--- src/rtl/onehot_addr_guard.sv ---
// Binary-to-one-hot encoder with an independent checker on a buffered copy of the
// select vector; flags multi-hot, enable-inconsistent and wrong-index strobes.

module onehot_addr_guard_buf #(
  parameter int unsigned Width = 32
) (
  input  logic [Width-1:0] in_i,
  output logic [Width-1:0] out_o
);
  assign out_o = in_i;
endmodule

module onehot_addr_guard #(
  parameter int unsigned AddrWidth   = 5,
  parameter int unsigned OneHotWidth = 2 ** AddrWidth,
  parameter bit          EnableCheck = 1'b1,
  parameter bit          AddrCheck   = 1'b1,
  parameter bit          StrictCheck = 1'b0
) (
  input  logic                   clk_i,
  input  logic                   rst_i,
  input  logic [AddrWidth-1:0]   addr_i,
  input  logic                   en_i,
  input  logic [OneHotWidth-1:0] inj_i,
  output logic [OneHotWidth-1:0] oh_o,
  output logic [2:0]             err_cause_o,
  output logic                   err_o,
  output logic                   err_q_o
);

  // Tree leaves padded to a power of two (at least 2) so every node has two children.
  localparam int unsigned NumLeaves =
      (OneHotWidth < 2) ? 2 : (1 << $clog2(OneHotWidth));
  localparam int unsigned LeafIdxW  = $clog2(NumLeaves);

  if (OneHotWidth > 2 ** AddrWidth) begin : gen_err_width
    $error("OneHotWidth must not exceed 2**AddrWidth");
  end
  if (AddrCheck && !EnableCheck) begin : gen_err_addrcheck
    $error("AddrCheck requires EnableCheck");
  end
  if (StrictCheck && !EnableCheck) begin : gen_err_strictcheck
    $error("StrictCheck requires EnableCheck");
  end

  logic [OneHotWidth-1:0] w_oh;
  logic [OneHotWidth-1:0] w_oh_buf;
  logic [OneHotWidth-1:0] w_chk;
  logic [OneHotWidth-1:0] w_addr_mis;
  logic [NumLeaves-1:0]   w_chk_pad;
  logic                   w_any;
  logic                   w_onehot_err;
  logic                   w_enable_err;
  logic                   w_addr_err;
  logic                   w_err;
  logic                   r_err_q;

  // Encoder and per-bit "set at the wrong index" terms; the full address is compared.
  for (genvar i = 0; i < OneHotWidth; i++) begin : gen_bit
    assign w_oh[i]       = en_i && (addr_i == AddrWidth'(i));
    assign w_addr_mis[i] = w_chk[i] && (addr_i != AddrWidth'(i));
  end

  // Kept as its own instance so the checker cannot be folded back into the encoder.
  onehot_addr_guard_buf #(
    .Width (OneHotWidth)
  ) u_buf (
    .in_i  (w_oh),
    .out_o (w_oh_buf)
  );

  assign w_chk     = w_oh_buf ^ inj_i;
  assign w_chk_pad = NumLeaves'(w_chk);

  // Balanced pairwise reduction tracking "any set" and "two or more set" per node.
  function automatic logic [1:0] tree_reduce(input logic [NumLeaves-1:0] v);
    logic [NumLeaves-1:0] any_q;
    logic [NumLeaves-1:0] two_q;
    any_q = v;
    two_q = '0;
    for (int unsigned w = NumLeaves / 2; w >= 1; w = w / 2) begin
      for (int unsigned n = 0; n < w; n++) begin
        two_q[LeafIdxW'(n)] = two_q[LeafIdxW'(2 * n)] | two_q[LeafIdxW'(2 * n + 1)] |
                              (any_q[LeafIdxW'(2 * n)] & any_q[LeafIdxW'(2 * n + 1)]);
        any_q[LeafIdxW'(n)] = any_q[LeafIdxW'(2 * n)] | any_q[LeafIdxW'(2 * n + 1)];
      end
    end
    return {two_q[0], any_q[0]};
  endfunction

  assign {w_onehot_err, w_any} = tree_reduce(w_chk_pad);

  if (EnableCheck) begin : gen_enable_check
    assign w_enable_err = (!en_i && w_any) || (StrictCheck && en_i && !w_any);
  end else begin : gen_no_enable_check
    assign w_enable_err = 1'b0;
  end

  if (AddrCheck) begin : gen_addr_check
    assign w_addr_err = en_i && (|w_addr_mis);
  end else begin : gen_no_addr_check
    assign w_addr_err = 1'b0;
  end

  assign w_err       = w_addr_err | w_enable_err | w_onehot_err;
  assign oh_o        = w_oh;
  assign err_cause_o = {w_addr_err, w_enable_err, w_onehot_err};
  assign err_o       = w_err;

  // Sticky error flag; cleared only by reset.
  always_ff @(posedge clk_i) begin
    if (rst_i) begin
      r_err_q <= 1'b0;
    end else begin
      r_err_q <= r_err_q | w_err;
    end
  end

  assign err_q_o = r_err_q;

endmodule

--- config.mk ---
export PLATFORM = sky130hd
export DESIGN_NAME = onehot_addr_guard
export DESIGN_NICKNAME = d
export VERILOG_FILES = /design/src/rtl/onehot_addr_guard.sv
export SDC_FILE = /design/constraint.sdc
export NUM_CORES = 1
export LEC_CHECK = 0
export BUFFER_PORTS_ARGS = -buffer_cell sky130_fd_sc_hd__buf_2
export CAP_MARGIN = 25
export CELL_PAD_IN_SITES_DETAIL_PLACEMENT = 0
export CELL_PAD_IN_SITES_GLOBAL_PLACEMENT = 1
export CORE_MARGIN = 3
export CORE_UTILIZATION = 32
export DETAILED_ROUTE_END_ITERATION = 6
export GPL_ROUTABILITY_DRIVEN = 1
export GPL_TIMING_DRIVEN = 0
export PLACE_DENSITY = 0.82
export SYNTH_ARGS = -nofsm -noshare
export SYNTH_HDL_FRONTEND = slang
export SYNTH_HIERARCHICAL = 1
export SYNTH_SLANG_ARGS = --single-unit
--- constraint.sdc ---
create_clock -name clk_i -period 3 [get_ports clk_i]
set_input_delay 0.15 -clock clk_i [delete_from_list [all_inputs] [get_ports clk_i]]
set_output_delay 0.15 -clock clk_i [all_outputs]
set_load 0.05 [all_outputs]
# ---- Word level (Yosys, flattened, before mapping)
# Cells that the tools add are included.
dict set report totals {
  register_bits 1
  in_bits 40
}
dict set report classes {
  n_eq_ne 62
  n_bitwise 96
  reduce_logical 70
}
# cell count
set ops {}
lappend ops {{$eq A5 B5 Y1 const B} 16}
lappend ops {{$ne A5 B5 Y1 const B} 16}
lappend ops {{$logic_and A1 B1 Y1} 66}
lappend ops {{$or A1 B1 Y1} 64}
lappend ops {{$eq A5 B4 Y1 const B} 8}
lappend ops {{$ne A5 B4 Y1 const B} 8}
lappend ops {{$reduce_or A32 Y1} 1}
lappend ops {{$xor A32 B32 Y32} 1}
lappend ops {{$and A1 B1 Y1} 31}
lappend ops {{$eq A5 B3 Y1 const B} 4}
lappend ops {{$ne A5 B3 Y1 const B} 4}
lappend ops {{$eq A5 B2 Y1 const B} 2}
lappend ops {{$ne A5 B2 Y1 const B} 2}
lappend ops {{$eq A5 B1 Y1 const B} 1}
lappend ops {{$logic_not A5 Y1} 1}
lappend ops {{$ne A5 B1 Y1 const B} 1}
lappend ops {{$reduce_bool A5 Y1} 1}
lappend ops {{$logic_not A1 Y1} 1}

# ---- Depth between registers and ports, before layout
dict set report depth {
  word_depth 14
  mapped_depth 13
  ltp_nobuf 9
}

# ---- By module
# The synthesis kept the hierarchy.
# module instances cells_each area_each_um2 seq_area_each_um2
set by_module_without_submodules {}
lappend by_module_without_submodules {onehot_addr_guard 1 204 1346.3 20.0}
lappend by_module_without_submodules {onehot_addr_guard_buf 1 32 240.2 0.0}

# ---- Least setup slack after synthesis
# No wires, ideal clock.
dict set report synth_path {
  path_type {input to output}
  from {input addr_i[3]}
  to {output err_o}
  arrival_time_ps 3516
  required_ps 2850
  path_slack_ps -666
  path_stages 12
  path_cell_list {buf_2 > buf_2 > nor2b_1 > nand3_1 > nor2_1 > buf_4 > xnor2_1 > a31o_1 > a32oi_1 > or4_1 > o41ai_2 > nand3b_1}
}
dict set report synth_via {
  elab_chain_cells 13
}
# item line
set synth_lines {}
lappend synth_lines {{start, declared} 22} ;# input logic [AddrWidth-1:0] addr_i,
lappend synth_lines {{$eq A5 B5 Y1 (*)} 60} ;# assign w_oh[i] = en_i && (addr_i == AddrWidth'(i));
lappend synth_lines {{$logic_and A1 B1 Y1 (*)} 60}
lappend synth_lines {{net oh_o[25]} 25} ;# output logic [OneHotWidth-1:0] oh_o,
lappend synth_lines {{$xor A32 B32 Y32 (*)} 72} ;# assign w_chk = w_oh_buf ^ inj_i;
lappend synth_lines {{$and A1 B1 Y1 or $or A1 B1 Y1 (tied branches)} {84, 85}}
lappend synth_lines {{$or A1 B1 Y1 or $and A1 B1 Y1 (tied branches)} {83, 84}}
lappend synth_lines {{$or A1 B1 Y1 (7 in series)} 83} ;# two_q[LeafIdxW'(n)] = two_q[LeafIdxW'(2 * n)] | two_q[LeafIdxW'(2 * n + 1)] |
lappend synth_lines {{$or A1 B1 Y1 (*)} 105} ;# assign w_err = w_addr_err | w_enable_err | w_onehot_err;
lappend synth_lines {{end, declared} 27} ;# output logic err_o,
# Mark *: on every way through the listed nets, which the timed path passes. The rest lies on a longest branch.

# ---- Final worst setup path
dict set report layout_path {
  from {input en_i}
  to {output err_cause_o[2]}
}
dict set report layout_via {
  elab_chain_cells 5
}
# item line
set layout_lines {}
lappend layout_lines {{start, declared} 23} ;# input logic en_i,
lappend layout_lines {{$logic_and A1 B1 Y1} 60}
lappend layout_lines {{$xor A32 B32 Y32} 72}
lappend layout_lines {{$logic_and A1 B1 Y1} 61} ;# assign w_addr_mis[i] = w_chk[i] && (addr_i != AddrWidth'(i));
lappend layout_lines {{$reduce_or A32 Y1} 100} ;# assign w_addr_err = en_i && (|w_addr_mis);
lappend layout_lines {{$logic_and A1 B1 Y1 (*)} 100}
lappend layout_lines {{end, declared} 26} ;# output logic [2:0] err_cause_o,
# Mark *: on every way between the ends. The rest lies on a longest branch, timed or not.

==> results_dict.tcl <==
set metrics [dict create \
    wl_met3_um 541 \
    slew_headroom 0.684 \
    syn_inst 236 \
    synth_top_area_cell "buf_4" \
    hold_class "input pin to flop" \
    synth.avg_cell_area_um2 6.72 \
    wl_met1_mm 2.70 \
    clk-insertion-delay-late_ns 0 \
    crit_path_start_kind "input pin" \
    via_count 2159 \
    fin_ws_ns 0.0838 \
    status "finished, final reports clean" \
    drive_above_1_share 0.673 \
    finalPower_mw 0.373 \
    port_buffers 76 \
    largest_register_ffs 1 \
    drt-initial-drc-count 237 \
    slew_viol_final 0 \
    dr.pass1.iters 6 \
    final_cell_mix "buf_2 (71), buf_4 (51), nor2_4 (31)" \
    cts_hold_buffers 0 \
    dp_hpwl_mm 5.00 \
    coreArea_mm2 0.00456 \
    cap_violations 0 \
    grt_usage 0.221 \
    fin_nets 375 \
    clock_skew_ns 0 \
    ant_nets 0 \
    tns_ns 0 \
    die_w_um 76.4 \
    ys_types 44 \
    die_h_um 76.4 \
    clkTransAtPathRegs_ns 0 \
    multi_input_area_mm2 0.00192 \
    rows 24 \
    drc 0 \
    antenna_found_initial 0 \
    boundaryPins 77 \
    overflow 0 \
    grt_max_degree 11 \
    ys_warn_count 6 \
    diodes 0 \
    grt_pass1_vias 2064 \
    gp_congestion 0.916 \
    path_max_fanout 7 \
    dp_cells 377 \
    synth_seq_cells 1 \
    end_kind "output port" \
    crit_type "input pin to output port" \
    crit_arrival_ns 2.77 \
    finalNonFillerCells 398 \
    grt_pass1_wl_mm 10.8 \
    final_util 0.666 \
    wire_per_inst_um 17.1 \
    netlist.area_leader.share 0.170 \
    syn_nets 276 \
    register_area_um2 20.0 \
    synthArstFlopShare 0 \
    via_per_inst 5.42 \
    fill_cells 427 \
    highest_layer "met4" \
    cellPowerDensity_mw_per_mm2 123 \
    synth_area_leaders "buf_4 (17%), xnor2_1 (17%), nor2_1 (9.5%)" \
    fin_crit_sh 0.972 \
    synth_flop_cell "dfxtp_1" \
    routed-wl-met2_mm 3.46 \
    hold_viol_final 0 \
    final_common_cell "buf_2" \
    die_area_mm2 0.00584 \
    hold-worst-slack_ns 0.310 \
    fmax_mhz 343 \
    drt-total-wl_mm 6.81 \
    synth-edff-count 0 \
    critPathRequiredTime_ns 2.85 \
    fin_area_mm2 0.00304 \
    ir_drop_mv 0.0628 \
    finalCriticalPeriod_ns 2.92 \
    initial_utilization 0.348 \
    tightestPinTransition_ns 0.470 \
    area_growth_pct 91.6 \
    finalSetupViolCount 0 \
    dpl_cell_area_mm2 0.00246 \
    pre_cts_ws_ns -0.389 \
    synth.cell_area_mm2 0.00159 \
    p_leak_nw 1.25 \
    synth-seq-area-share 0.0126 \
]
[cells by family after synthesis]
group | share of synthesized area
and+or+nand+nor | 0.310
muxes | 0.0189
AOI/OAI and AO/OA | 0.257
buffers and inverters | 0.208
xor gates and xnor gates | 0.193
DFF | 0.0126
[power by group]
group / switching, mW / internal (mW)
sequential: 0.000345 / 0.0143
clock: 0 / 0
combinational: 0.202 / 0.156
[worst paths after layout]
kind                                         start                 end  slack [ns]  cells after the start
worst min-delay path                         rst_i  err_q_o$_SDFF_PP0_        0.31                      2
worst min register to register  err_q_o$_SDFF_PP0_  err_q_o$_SDFF_PP0_        0.51                      2
worst max-delay path                          en_i      err_cause_o[2]        0.08                     13
worst max register to register  err_q_o$_SDFF_PP0_  err_q_o$_SDFF_PP0_        2.40                      2
[routing by layer]
layer	up-vias	global-route usage
li1	1040	-
met1	980	0.305
met2	125	0.382
met3	14	0.0177
met4	0	0.0272
met5	-	0
[synth_stat cells (all sizes together) (2+ instances only)]
| cell | number |
|---|---|
| mux2i | 3 |
| a32oi | 7 |
| nand4 | 11 |
| a41oi | 3 |
| o22ai | 11 |
| xnor2 | 32 |
| nand3 | 8 |
| nor4 | 6 |
| a22oi | 12 |
| a22o | 3 |
| clkbuf | 2 |
| inv | 2 |
| nor2b | 6 |
| a21oi | 2 |
| nor3 | 5 |
| and2b | 3 |
| buf | 43 |
| nand2b | 2 |
| nor3b | 2 |
| a31oi | 5 |
| o21ai | 3 |
| nor2 | 40 |
| nand2 | 11 |
[cell type report]
type	count	share of cell area
multi-input combinational	188	0.630
timing repair buffer	101	0.204
buffer	41	0.130
tap	65	0.0267
sequential	1	0.00658
inverter	2	0.00247
[worst max-delay path: stages]
cell and delay (ns):
clkbuf_4 0.22, nor2b_4 0.25, buf_6 0.14, nand2_8 0.07, nor2_4 0.17, xnor2_4 0.16, nand3_2 0.09, a211o_1 0.31
a2111o_1 0.46, o41ai_4 0.38, inv_1 0.08, buf_4 0.14, buf_8 0.14
[timing repair]
action	4_1_cts	5_1_grt
setup buffers	8	16
endpoints found under the setup margin	4	3
resized for setup	29	43
endpoints found under the hold margin	0	0
gates cloned	0	1
pin swaps	4	17
(Power assumes the default switching activity.)
